--- config.mk ---
export PLATFORM = sky130hd
export DESIGN_NAME = bram_stream_writer
export DESIGN_NICKNAME = d
export VERILOG_FILES = /design/src/rtl/bram_stream_writer.sv
export SDC_FILE = /design/constraint.sdc
export NUM_CORES = 1
export LEC_CHECK = 0
export CORE_UTILIZATION = 30
export CTS_CLUSTER_DIAMETER = 80
export DETAILED_ROUTE_END_ITERATION = 8
export DONT_BUFFER_PORTS = 1
export GPL_TIMING_DRIVEN = 0
export MAX_ROUTING_LAYER = met4
export PLACE_DENSITY = 0.51
export REMOVE_ABC_BUFFERS = 1
export SLEW_MARGIN = 40
export SYNTH_ARGS = -nofsm -noshare
export SYNTH_HDL_FRONTEND = slang
export SYNTH_SLANG_ARGS = --single-unit
--- constraint.sdc ---
create_clock -name s00_axis_aclk -period 4.9 [get_ports s00_axis_aclk]
set_input_delay 0.245 -clock s00_axis_aclk [delete_from_list [all_inputs] [get_ports s00_axis_aclk]]
set_output_delay 0.245 -clock s00_axis_aclk [all_outputs]
set_load 0.02 [all_outputs]
--- src/rtl/bram_stream_writer.sv ---
// Receives 144-bit pixel beats over AXI-Stream and writes nine 16-bit direction lanes to the BRAM bank.
// Define BRAM_WR_TLAST_CHECK_EN to honour tlast and report framing errors; otherwise frames are fixed-length.
module bram_stream_writer #(
   parameter int DATA_WIDTH    = 16,
   parameter int DEPTH         = 2500,
   parameter int ADDRESS_WIDTH = 12
) (
   input  logic                       s00_axis_aclk,
   input  logic                       s00_axis_areset,
   input  logic [9*DATA_WIDTH-1:0]    s00_axis_tdata,
   input  logic [(9*DATA_WIDTH)/8-1:0] s00_axis_tstrb,
   input  logic                       s00_axis_tvalid,
   input  logic                       s00_axis_tlast,
   output logic                       s00_axis_tready,
   input  logic                       frame_consumed,
   output logic                       write_en,
   output logic [ADDRESS_WIDTH-1:0]   write_addr,
   output logic [DATA_WIDTH-1:0]      n_out,
   output logic [DATA_WIDTH-1:0]      null_out,
   output logic [DATA_WIDTH-1:0]      ne_out,
   output logic [DATA_WIDTH-1:0]      e_out,
   output logic [DATA_WIDTH-1:0]      se_out,
   output logic [DATA_WIDTH-1:0]      s_out,
   output logic [DATA_WIDTH-1:0]      sw_out,
   output logic [DATA_WIDTH-1:0]      w_out,
   output logic [DATA_WIDTH-1:0]      nw_out,
   output logic                       frame_done,
   output logic                       frame_error
);

   localparam int LANES = 9;
   localparam logic [ADDRESS_WIDTH-1:0] LAST_ADDR = ADDRESS_WIDTH'(DEPTH - 1);

   typedef enum logic [1:0] {
      ST_IDLE  = 2'd0,
      ST_RECV  = 2'd1,
      ST_FLUSH = 2'd2,
      ST_DONE  = 2'd3
   } state_t;

   state_t                     r_state;
   state_t                     w_state_next;
   logic [ADDRESS_WIDTH-1:0]   r_cnt;
   logic [ADDRESS_WIDTH-1:0]   w_cnt_next;
   logic                       r_tready;
   logic                       w_tready_next;
   logic                       r_write_en;
   logic [ADDRESS_WIDTH-1:0]   r_write_addr;
   logic                       r_frame_done;
   logic                       w_done_next;
   logic                       r_frame_error;
   logic                       w_err_next;

   logic                       w_hs;
   logic                       w_last_addr;
   logic                       w_tlast;
   logic                       w_frame_err;
   logic                       w_frame_end;
   logic                       w_unused;
   logic [DATA_WIDTH-1:0]      w_lane [LANES];

   // tready mirrors the registered state, so a handshake can only happen in RECV
   assign w_hs        = s00_axis_tvalid & r_tready;
   assign w_last_addr = (r_cnt == LAST_ADDR);

`ifdef BRAM_WR_TLAST_CHECK_EN
   assign w_tlast     = s00_axis_tlast;
   assign w_frame_err = w_last_addr ^ w_tlast;
`else
   assign w_tlast     = 1'b0;
   assign w_frame_err = 1'b0;
`endif

   assign w_frame_end = w_hs & (w_last_addr | w_tlast);
   assign w_unused    = ^{s00_axis_tstrb, s00_axis_tlast};

   always_ff @(posedge s00_axis_aclk or posedge s00_axis_areset) begin
      if (s00_axis_areset) begin
         r_state <= ST_IDLE;
      end else begin
         r_state <= w_state_next;
      end
   end

   always_comb begin
      w_state_next = r_state;
      w_cnt_next   = r_cnt;
      w_err_next   = r_frame_error;
      case (r_state)
         ST_IDLE: begin
            w_state_next = ST_RECV;
            w_cnt_next   = '0;
         end
         ST_RECV: begin
            if (w_hs) begin
               if (w_frame_end) begin
                  w_state_next = ST_FLUSH;
                  w_cnt_next   = '0;
                  if (w_frame_err) begin
                     w_err_next = 1'b1;
                  end
               end else begin
                  w_cnt_next = r_cnt + 1'b1;
               end
            end
         end
         ST_FLUSH: begin
            w_state_next = ST_DONE;
         end
         ST_DONE: begin
            if (frame_consumed) begin
               w_state_next = ST_RECV;
               w_cnt_next   = '0;
               w_err_next   = 1'b0;
            end
         end
         default: begin
            w_state_next = ST_IDLE;
         end
      endcase
      w_tready_next = (w_state_next == ST_RECV);
      w_done_next   = (w_state_next == ST_DONE);
   end

   always_ff @(posedge s00_axis_aclk or posedge s00_axis_areset) begin
      if (s00_axis_areset) begin
         r_cnt         <= '0;
         r_tready      <= 1'b0;
         r_write_en    <= 1'b0;
         r_write_addr  <= '0;
         r_frame_done  <= 1'b0;
         r_frame_error <= 1'b0;
      end else begin
         r_cnt         <= w_cnt_next;
         r_tready      <= w_tready_next;
         r_write_en    <= w_hs;
         r_frame_done  <= w_done_next;
         r_frame_error <= w_err_next;
         if (w_hs) begin
            r_write_addr <= r_cnt;
         end
      end
   end

   // Lane gi holds tdata[gi*DATA_WIDTH +: DATA_WIDTH]; lane 0 is nw, lane 8 is n
   genvar gi;
   generate
      for (gi = 0; gi < LANES; gi++) begin : g_lane
         logic [DATA_WIDTH-1:0] r_lane;
         always_ff @(posedge s00_axis_aclk or posedge s00_axis_areset) begin
            if (s00_axis_areset) begin
               r_lane <= '0;
            end else if (w_hs) begin
               r_lane <= s00_axis_tdata[gi*DATA_WIDTH +: DATA_WIDTH];
            end
         end
         assign w_lane[gi] = r_lane;
      end
   endgenerate

   assign s00_axis_tready = r_tready;
   assign write_en        = r_write_en;
   assign write_addr      = r_write_addr;
   assign frame_done      = r_frame_done;
   assign frame_error     = r_frame_error;
   assign n_out           = w_lane[8];
   assign null_out        = w_lane[7];
   assign ne_out          = w_lane[6];
   assign e_out           = w_lane[5];
   assign se_out          = w_lane[4];
   assign s_out           = w_lane[3];
   assign sw_out          = w_lane[2];
   assign w_out           = w_lane[1];
   assign nw_out          = w_lane[0];

endmodule

==> summary.md, run 1 <==
| Metric | Value |
|---|---|
| Worst min path class | `primary input to register` |
| CTS Buffer Depth | `2` |
| TritonRoute pass-1 iters | `7` |
| Initial Util | `between 30% and 40%` |
| Initial DRC Count | `276` |
| Clock Latency Late Sink | `420 ps` |
| Largest cells by area after synthesis | `dfrtp_1 (65%), nand2_1 (27%), clkbuf_1 (1.2%)` |
| Clock Skew | `7.949 ps` |
| # IOs | `327` |
| CP startpoint kind | `register` |
| Reg clk slew, reported paths | `70 ps` |
| Vias in the first global route | `5248` |
| Remaining antenna violation count | `0` |
| Final worst setup slack | `2366 ps` |
| CP max FO | `80` |
| I/O Buffers | `0` |
| Post-layout util | `between 40% and 50%` |
| PwrDens | `386.2 mW/mm^2` |
| Routed Wire Length | `18220 um` |
| Crit path DAT | `2880 ps` |
| Gpl congestion | `about 0.78` |
| Synth Flop Type | `dfrtp_1` |
| Htree depth | `4` |
| Crit share post-route | `51.71%` |
| Rows | `54` |
| CTS tree | `yes` |
| Slew Limit Fails | `0` |
| Cells after Synth | `747` |
| Die height | `about 150 um` |
| Ys async rst share | `100.0%` |
| GRT overflow | `0` |
| Status | `finished clean` |
| Die Width | `151.4 um` |
| Synth area leader | `dfrtp_1` |
| Final Hold Vio Count | `0` |
| Residual DRC count | `0` |
| Yosys cell types | `38` |
| Synth warn | `0` |
| Synth Area per Inst | `8.964 um^2` |
| Minimum clock period | `~2500 ps` |
| Max Fclk | `0.3947 GHz` |
| Via density | `approximately 4.5` |
| P&R area growth vs syn | `35.58%` |
| CTS Buf Count | `17` |
| Layout cells sized above 1 | `5.145%` |
| Max cap viols | `0` |
| Root Buffer | `clkbuf_16` |
| Top-count cell post-synth | `nand2_1` |
| Pleak | `4.561 nW` |
| Placement Setup Slack | `roughly 2400 ps` |
| CP Class | `register to register` |
| Post-CTS sizing | `0` |
| # clock sinks | `about 170` |
| Post-DR wirelength/cell | `between 15 and 20 um` |
| Die ar. | `0.02292 mm^2` |
| Peak VDD IR | `163.8 uV` |
| Post-Syn Area | `0.006696 mm^2` |
| Yosys top cell area share | `64.65%` |
| WHS | `approximately 160 ps` |
| Vias | `between 5k and 6k` |
| Yosys reg bits | `173` |
| RSZ-0062 raised after global routing | `false` |
| Setup TNS | `0 ps` |
| CP required | `5250 ps` |
| Final setup fails | `0` |
| Post-synthesis sequential area ratio | `64.65%` |
| Most frequent cells after synthesis | `nand2_1 (477), dfrtp_1 (173), clkbuf_1 (22), buf_2 (11)` |
| Largest net degree at the start of global routing | `90` |
| Initial antenna violation count | `1` |
| Final-stage net count | `1050` |
| Crit. End Element | `register` |
| Dpl hpwl | `between 10000 and 15000 um` |
| First-pass GRT wire length | `26900 um` |
| Core area | `around 0.022 mm^2` |
| EDFF count, synth | `0` |
| Total GRT Usage | `15.80%` |
==> critical path, cell delays in order (launching register included) <==
cell     delay (ps)
dfrtp_1         500
nand2_4         280
buf_16          260
buf_12          170
inv_8           340
o21ai_4         180
or4_1           520
a21oi_1         150
==> worst paths after layout <==
check | from | to | slack [ps] | cells after the start
worst max-delay path | s00_axis_tready | r_cnt[5] | 2370 | 7
worst min-delay path | frame_consumed | r_state[1] | 160 | 2
worst max register to register | s00_axis_tready | r_cnt[5] | 2370 | 7
worst min register to register | r_cnt[11] | r_cnt[11] | 530 | 1
max in group asynchronous | s00_axis_areset | ne_out[11] | 3880 | 3
min in group asynchronous | s00_axis_areset | null_out[12] | 360 | 2
==> layout by cell type, fill, tap and decap left out, types with 3 or more instances in the layout <==
cell and instances:
dlygate4sd3_1 145, buf_12 3, nand4_1 4, dfrtp_1 173, inv_6 3, nor3_1 4
nand3_1 4, nand2_1 476, buf_16 4, nor2_1 4, clkbuf_16 17, inv_8 4
a31oi_1 5, clkinvlp_4 5, nand3b_1 3, a21oi_1 5
==> routing by layer <==
metal / wire length, um / share of wire, % / vias to the layer above / GRT usage (%)
met5: 0 / 0 / - / -
met4: 346 / 1.9 / 0 / 6.300
met3: 1430 / 7.8 / 23 / 4.548
met2: 9095 / 50 / 210 / 26.26
met1: 7352 / 40 / 2527 / 17.82
li1: - / - / 2585 / -
==> report_power, final <==
part	switching [W]	internal, W
Sequential	0.000297	0.00157
Combinational	0.000197	0.000175
Clock	0.000604	0.000658
==> layout make-up <==
class / count / area [um^2]
inverters: 3 / 26.28
multi-input cells: 535 / 2211
flip-flops and latches: 173 / 4329
diodes: 1 / 2.502
clock buffers: 18 / 429.2
well taps: 280 / 350.3
fillers: 2115 / 12740
clock inverters: 13 / 108.9
repair buffers: 152 / 1622
==> cell families (layout without fill, tap and decap cells) <==
| logic type | Yosys count | after routing | synth area share, % |
|---|---|---|---|
| other cells | 1 | 2 | 0.05600 |
| xor+xnor | 3 | 3 | 0.3924 |
| flops | 173 | 173 | 64.65 |
| compound gates | 21 | 21 | 2.373 |
| simple gates | 509 | 509 | 29.90 |
| fa+ha+maj | 1 | 1 | 0.1868 |
| buf+inv | 39 | 186 | 2.448 |
==> per-stage QoR <==
| stage | power (W) | cell area, um^2 | instances |
|---|---|---|---|
| floorplan | 0.002068 | 6544 | 711 |
| global placement | 0.002172 | 6894 | 991 |
| detailed placement | 0.002180 | 7087 | 998 |
| CTS | 0.003573 | 9076 | 1174 |
| global route | 0.003691 | 9079 | 1175 |
| finish | 0.003506 | 9079 | 1175 |
==> flip-flops by register name, summed over array words and instances, names as in the netlist <==
name,flops
write_en,1
sw_out,16
frame_done,1
se_out,16
s00_axis_tready,1
w_out,16
write_addr,12
r_state,2
null_out,16
r_cnt,12
nw_out,16
n_out,16
ne_out,16
e_out,16
s_out,16
==> repair_timing <==
| action | CTS | global route |
|---|---|---|
| endpoints found under the hold margin | 201 | 0 |
| hold buffers | 145 | 0 |
| buffers inserted | 0 | 0 |
Power figures use the tool's default switching activity.
==> run 2, diff against run 1 <==
--- a/config.mk
+++ b/config.mk
@@ -5,6 +5,7 @@
 export SDC_FILE = /design/constraint.sdc
 export NUM_CORES = 1
 export LEC_CHECK = 0
+export ABC_AREA = 1
 export CORE_UTILIZATION = 30
 export CTS_CLUSTER_DIAMETER = 80
 export DETAILED_ROUTE_END_ITERATION = 8
==> constraint.sdc (replaced) <==
create_clock -name s00_axis_aclk -period 2 [get_ports s00_axis_aclk]
set_input_delay 0.1 -clock s00_axis_aclk [delete_from_list [all_inputs] [get_ports s00_axis_aclk]]
set_output_delay 0.1 -clock s00_axis_aclk [all_outputs]
set_load 0.02 [all_outputs]
==> summary.md, run 2 <==
| Metric | Value |
|---|---|
| Max Fclk | `about 0.56 GHz` |
| Vias in the first global route | `5818` |
| Die ar. | `0.02332 mm^2` |
| Minimum clock period | `1787 ps` |
| Status | `complete, but fails checks` |
| Remaining antenna violation count | `0` |
| Largest cells by area after synthesis | `dfrtp_1 (64%), nand2_1 (27%), buf_2 (1.7%)` |
| Max cap viols | `0` |
| Final cell count without fillers | `about 1.2k` |
| Final-stage net count | `1092` |
| # IOs | `~330` |
| Filler Cells Inserted | `2118` |
| First-pass GRT wire length | `30390 um` |
| Clock Latency Late Sink | `around 420 ps` |
| Worst min path class | `primary input to register` |
| CP Class | `register to register` |
| Crit. End Element | `register` |
| Synth Area per Inst | `8.646 um^2` |
| Cell Area, Placed | `approximately 0.0071 mm^2` |
| Slew Limit Fails | `0` |
| Layout cells sized above 1 | `4.915%` |
| Die Width | `152.7 um` |
| Ys async rst share | `between 90% and 100%` |
| CP max FO | `62` |
| Root Buffer | `clkbuf_16` |
| Worst path cell trace | `nand2_8 -> buf_12 -> inv_12 -> buf_16 -> nand2_1 -> nand2_1` |
| PwrDens | `968.4 mW/mm^2` |
| CP max stage delay | `500 ps` |
| Initial DRC Count | `403` |
| CP startpoint kind | `register` |
| CP required | `2350 ps` |
| R2R Setup Slk | `210 ps` |
| Ant. Diodes | `0` |
| Largest net degree at the start of global routing | `91` |
| Critical-path top delay cell | `dfrtp_2` |
| Post-synthesis sequential area ratio | `63.54%` |
| Critical Path Sink | `ne_out[5]` |
| CTS Buf Count | `17` |
| Crit share post-route | `89.37%` |
| Synth Flop Type | `dfrtp_1` |
| Worst path buffer plus inverter count | `3` |
| Setup bufs post-CTS | `0` |
| Path depth of the worst reg2reg path | `6` |
| Top-count cell post-synth | `nand2_1` |
| Clock Skew | `12.74 ps` |
| CTS Buffer Depth | `2` |
| Rows | `54` |
| Reg clk slew, reported paths | `70 ps` |
| Post-Syn Area | `0.006813 mm^2` |
| Yosys reg bits | `approximately 170` |
| Gpl congestion | `0.7828` |
| CP delay by family, top | `buffers and inverters` |
| Peak VDD IR | `460.3 uV` |
| CP Launch Point | `s00_axis_tready` |
| Yosys top cell area share | `63.54%` |
| Placed Cells | `~1.0k` |
| Post-route cell area | `approximately 0.009 mm^2` |
| Final setup fails | `0` |
| Reg2reg end | `ne_out[5]` |
| EDFF count, synth | `0` |
| WHS | `22.18 ps` |
| Commonest non-fill, non-tap cell in the layout | `nand2_1` |
| Violated checks | `design-rule violations` |
| TritonRoute pass-1 iters | `6` |
| Initial antenna violation count | `0` |
| Residual DRC count | `28` |
| Commonest non-fill, non-tap cells in the layout | `nand2_1 (493), dfrtp_1 (172), dlygate4sd3_1 (147), nor2_1 (18), clkbuf_16 (18)` |
| Htree depth | `4` |
| Via density | `4.579` |
| Initial Util | `30.93%` |
| Most frequent cells after synthesis | `nand2_1 (494), dfrtp_1 (173), buf_2 (23), inv_1 (18), nor2_1 (18)` |
| Core area | `0.02203 mm^2` |
| Most common cell on crit path | `nand2_1` |
| Cell count along the critical path | `6` |
| RSZ-0062 raised after global routing | `false` |
| Synth warn | `0` |
| Die height | `152.7 um` |
| Pleak | `between 4 and 5 nW` |
| Dpl hpwl | `11700 um` |
| Reg-to-reg startpoint | `s00_axis_tready` |
| P&R area growth vs syn | `35.63%` |
| Post-DR wirelength/cell | `between 15 and 20 um` |
| Final Hold Vio Count | `0` |
| Yosys cell types | `22` |
| Vias | `5568` |
| Routed Wire Length | `18890 um` |
| Cells after Synth | `788` |
| # clock sinks | `approximately 170` |
| GRT overflow | `0` |
| I/O Buffers | `0` |
| Crit path DAT | `about 2100 ps` |
| Synth area leader | `dfrtp_1` |
| Total GRT Usage | `16.73%` |
| CTS tree | `yes` |
[run 2: changes by cell type in the layout (fill, tap and decap cells not counted), sizes merged, moves of 3 or more]
cell and delta:
bufinv +3, o21ai +12, a21oi -3, nand4 +3, nand2 +20, nand3 +7, nor2 +15, a31oi -5
inv +14
[run 2: through the flow]
step / utilization, % / power [W] / setup TNS [ps] / setup WS (ps)
floorplan: - / 0.005048 / -1002620 / -3423
global placement: 31.56 / 0.005316 / -1982780 / -7444
detailed placement: 32.31 / 0.005317 / -14970 / -253.4
CTS: 41.84 / 0.009074 / 0 / 37.47
global route: 41.95 / 0.009397 / 0 / 43.70
finish: 41.95 / 0.008948 / 0 / 212.5
[run 2: logic make-up (layout without fill, tap and decap cells)]
group                      after synthesis  count (layout)  synth area share (%)
and+or+nand+nor                        538             538                 30.52
DFF                                    173             173                 63.54
buffers and inverters                   56             204                 4.169
AOI/OAI and AO/OA                       18              18                 1.396
adders and majority gates                1               1                0.1836
other                                    1               1               0.05504
xor gates and xnor gates                 1               1                0.1286
[run 2: what timing repair did]
item / 4_1_cts / 5_1_grt
resized for setup: 3 / 0
setup endpoints to repair: 93 / 7
gates cloned: 0 / 1
hold buffers: 147 / 0
endpoints found under the hold margin: 320 / 0
[run 2: layer usage]
layer | share of wire [%] | GRT usage (%) | vias up
li1 | - | - | 2666
met1 | 41 | 19.21 | 2629
met2 | 48 | 27.15 | 232
met3 | 7.5 | 5.262 | 41
met4 | 3.1 | 6.638 | 0
met5 | 0 | - | -
[run 2: worst min path at each step]
| stage | from | endpoint | slack, ps | cells past startpoint |
|---|---|---|---|---|
| finish | s00_axis_tvalid | sw_out[8] | 20 | 3 |
| global route | s00_axis_tvalid | write_addr[2] | 10 | 3 |
| CTS | s00_axis_tvalid | write_addr[2] | 3 | 3 |
| detailed placement | s00_axis_areset | n_out[8] | -70 | 1 |
| global placement | s00_axis_tdata[40] | sw_out[8] | 210 | 2 |
| floorplan | s00_axis_tdata[80] | e_out[0] | 210 | 2 |
[run 2: layout make-up]
class	count	area, um^2	area share (%)
clock buffer	18	429.2	4.645
multi-input combinational	559	2216	23.98
tap	280	350.3	3.791
inverter	19	91.34	0.9885
timing repair buffer	154	1639	17.74
clock inverter	13	183.9	1.991
sequential	173	4330	46.87
[run 2: power by group]
group | internal (W) | total [W] | switching, W | leakage [nW]
Combinational | 0.000429 | 0.000942 | 0.000513 | 2.29
Sequential | 0.00385 | 0.00455 | 0.000706 | 2.13
Clock | 0.00199 | 0.00345 | 0.00146 | 0.288
Total | 0.00627 | 0.00895 | 0.00268 | 4.70
[run 2: worst reg2reg max path, stage by stage (launching register included)]
cell and delay (ps):
dfrtp_2 500, nand2_8 210, buf_12 240, inv_12 250, buf_16 270, nand2_1 160, nand2_1 90
==> run 3, diff against run 2 <==
--- a/config.mk
+++ b/config.mk
@@ -5,14 +5,14 @@
 export SDC_FILE = /design/constraint.sdc
 export NUM_CORES = 1
 export LEC_CHECK = 0
-export ABC_AREA = 1
 export CORE_UTILIZATION = 30
 export CTS_CLUSTER_DIAMETER = 80
 export DETAILED_ROUTE_END_ITERATION = 8
 export DONT_BUFFER_PORTS = 1
+export GPL_ROUTABILITY_DRIVEN = 0
 export GPL_TIMING_DRIVEN = 0
 export MAX_ROUTING_LAYER = met4
-export PLACE_DENSITY = 0.51
+export PLACE_DENSITY = 0.5
 export REMOVE_ABC_BUFFERS = 1
 export SLEW_MARGIN = 40
 export SYNTH_ARGS = -nofsm -noshare
==> constraint.sdc (replaced) <==
create_clock -name s00_axis_aclk -period 2.25 [get_ports s00_axis_aclk]
set_input_delay 0.1125 -clock s00_axis_aclk [delete_from_list [all_inputs] [get_ports s00_axis_aclk]]
set_output_delay 0.1125 -clock s00_axis_aclk [all_outputs]
set_load 0.02 [all_outputs]
==> summary.md, run 3 (synthesis results as in run 1) <==
| Metric | Value |
|---|---|
| Max Fclk | `0.4981 GHz` |
| Pleak | `4.613 nW` |
| Path depth of the worst reg2reg path | `5` |
| CP max stage delay | `550 ps` |
| GRT overflow | `0` |
| Die ar. | `0.02292 mm^2` |
| Max cap viols | `0` |
| I/O Buffers | `0` |
| Total GRT Usage | `15.40%` |
| Minimum clock period | `2008 ps` |
| CP max FO | `80` |
| Post-route cell area | `0.009163 mm^2` |
| Commonest non-fill, non-tap cells in the layout | `nand2_1 (476), dfrtp_1 (173), dlygate4sd3_1 (145), clkbuf_16 (17)` |
| Worst path buffer plus inverter count | `1` |
| Vias in the first global route | `5271` |
| RSZ-0062 raised after global routing | `false` |
| CP required | `2590 ps` |
| Largest net degree at the start of global routing | `90` |
| Cell Area, Placed | `0.007059 mm^2` |
| Dpl hpwl | `11140 um` |
| Die Width | `151.4 um` |
| Total power | `0.008012 W` |
| Routed Wire Length | `17910 um` |
| Peak VDD IR | `approximately 550 uV` |
| Placement Setup Slack | `~1.7 ps` |
| Worst hold stages | `2` |
| Post-DR wirelength/cell | `approximately 15 um` |
| Core area | `0.02182 mm^2` |
| # clock sinks | `around 170` |
| Worst path cell trace | `nand2_8 -> clkinv_16 -> o21ai_4 -> or4_1 -> a21oi_1` |
| Crit share post-route | `89.23%` |
| Cell count along the critical path | `5` |
| Remaining antenna violation count | `0` |
| Slew Limit Fails | `0` |
| CTS Buffer Depth | `2` |
| Layout cells sized above 1 | `5.145%` |
| Residual DRC count | `0` |
| PwrDens | `874.5 mW/mm^2` |
| Crit path DAT | `2340 ps` |
| Die height | `151.4 um` |
| CP delay by family, top | `simple AND/OR/NAND/NOR gates` |
| CTS Buf Count | `17` |
| Worst min path class | `primary input to register` |
| Initial antenna violation count | `0` |
| P&R area growth vs syn | `36.83%` |
| Status | `finished clean` |
| Htree depth | `4` |
| CP Class | `register to register` |
| Commonest non-fill, non-tap cell in the layout | `nand2_1` |
| Initial Util | `around 31%` |
| Initial DRC Count | `234` |
| Final worst setup slack | `242.3 ps` |
| Reg clk slew, reported paths | `70 ps` |
| Clock Latency Late Sink | `410 ps` |
| Crit. End Element | `register` |
| Critical-path top delay cell | `dfrtp_1` |
| Final cell count without fillers | `1174` |
| Root Buffer | `clkbuf_16` |
| Setup TNS | `0 ps` |
| Final Hold Vio Count | `0` |
| CP startpoint kind | `register` |
| Final-stage net count | `1049` |
| Placed Cells | `997` |
| CTS tree | `yes` |
| Setup bufs post-CTS | `0` |
| Final setup fails | `0` |
| Clock Skew | `between 8 and 9 ps` |
| Rows | `between 50 and 60` |
| Vias | `about 5.4k` |
| Ant. Diodes | `0` |
| TritonRoute pass-1 iters | `4` |
| # IOs | `327` |
| Via density | `4.568` |
| First-pass GRT wire length | `roughly 27000 um` |
## run 3: changes by cell type in the layout (fill, tap and decap cells not counted), sizes merged, moves of 3 or more
cell      delta
clkinvlp     -3
clkinv       +3
a21oi        +3
o21ai       -12
nand3        -7
a31oi        +5
nand4        -3
inv         -16
nor2        -15
nand2       -20
## run 3: final timing paths
kind                            startpoint           to  slack [ps]
setup / recovery           s00_axis_tready     r_cnt[5]         240
hold / removal              frame_consumed   r_state[1]          40
setup reg to reg           s00_axis_tready     r_cnt[5]         240
hold reg to reg                  r_cnt[11]    r_cnt[11]         530
max in group asynchronous  s00_axis_areset     s_out[6]        1390
min in group asynchronous  s00_axis_areset  null_out[3]         180
## run 3: stage by stage
step | hold WS, ps | util (%)
6_report | 38.39 | 41.98
5_1_grt | 22.76 | 41.98
4_1_cts | 17.69 | 41.88
3_5_place_dp | -50.22 | 32.35
3_3_place_gp | 218.7 | 31.59
2_1_floorplan | 217.9 | -
## run 3: layer usage
metal  wire, um  part of all wire (%)  vias up  track usage, %
li1           -                     -     2571               -
met1       7266                    41     2551           17.50
met2       8919                    50      215           25.73
met3       1324                   7.4       26           4.337
met4        395                   2.2        0           5.650
met5          0                     0        -               -
## run 3: area by class of cell
class,count,area [um^2]
Clock buffer,19,442.9
Clock inverter,13,181.4
Fill cell,2134,12660
Sequential cell,173,4329
Multi-Input combinational cell,535,2220
Timing Repair Buffer,151,1594
Inverter,3,45.04
Tap cell,280,350.3
## run 3: where the power goes
part           total, W  switching, W  internal (W)  leakage, nW
Clock           0.00313       0.00131       0.00181        0.307
Combinational  0.000803      0.000425      0.000378         2.18
Sequential      0.00408      0.000651       0.00343         2.13
## run 3: timing repair
| action | CTS | global route |
|---|---|---|
| endpoints found under the setup margin | 2 | 3 |
| resized for setup | 1 | 3 |
| endpoints found under the hold margin | 317 | 0 |
| hold buffers | 145 | 0 |
| gates cloned | 0 | 0 |
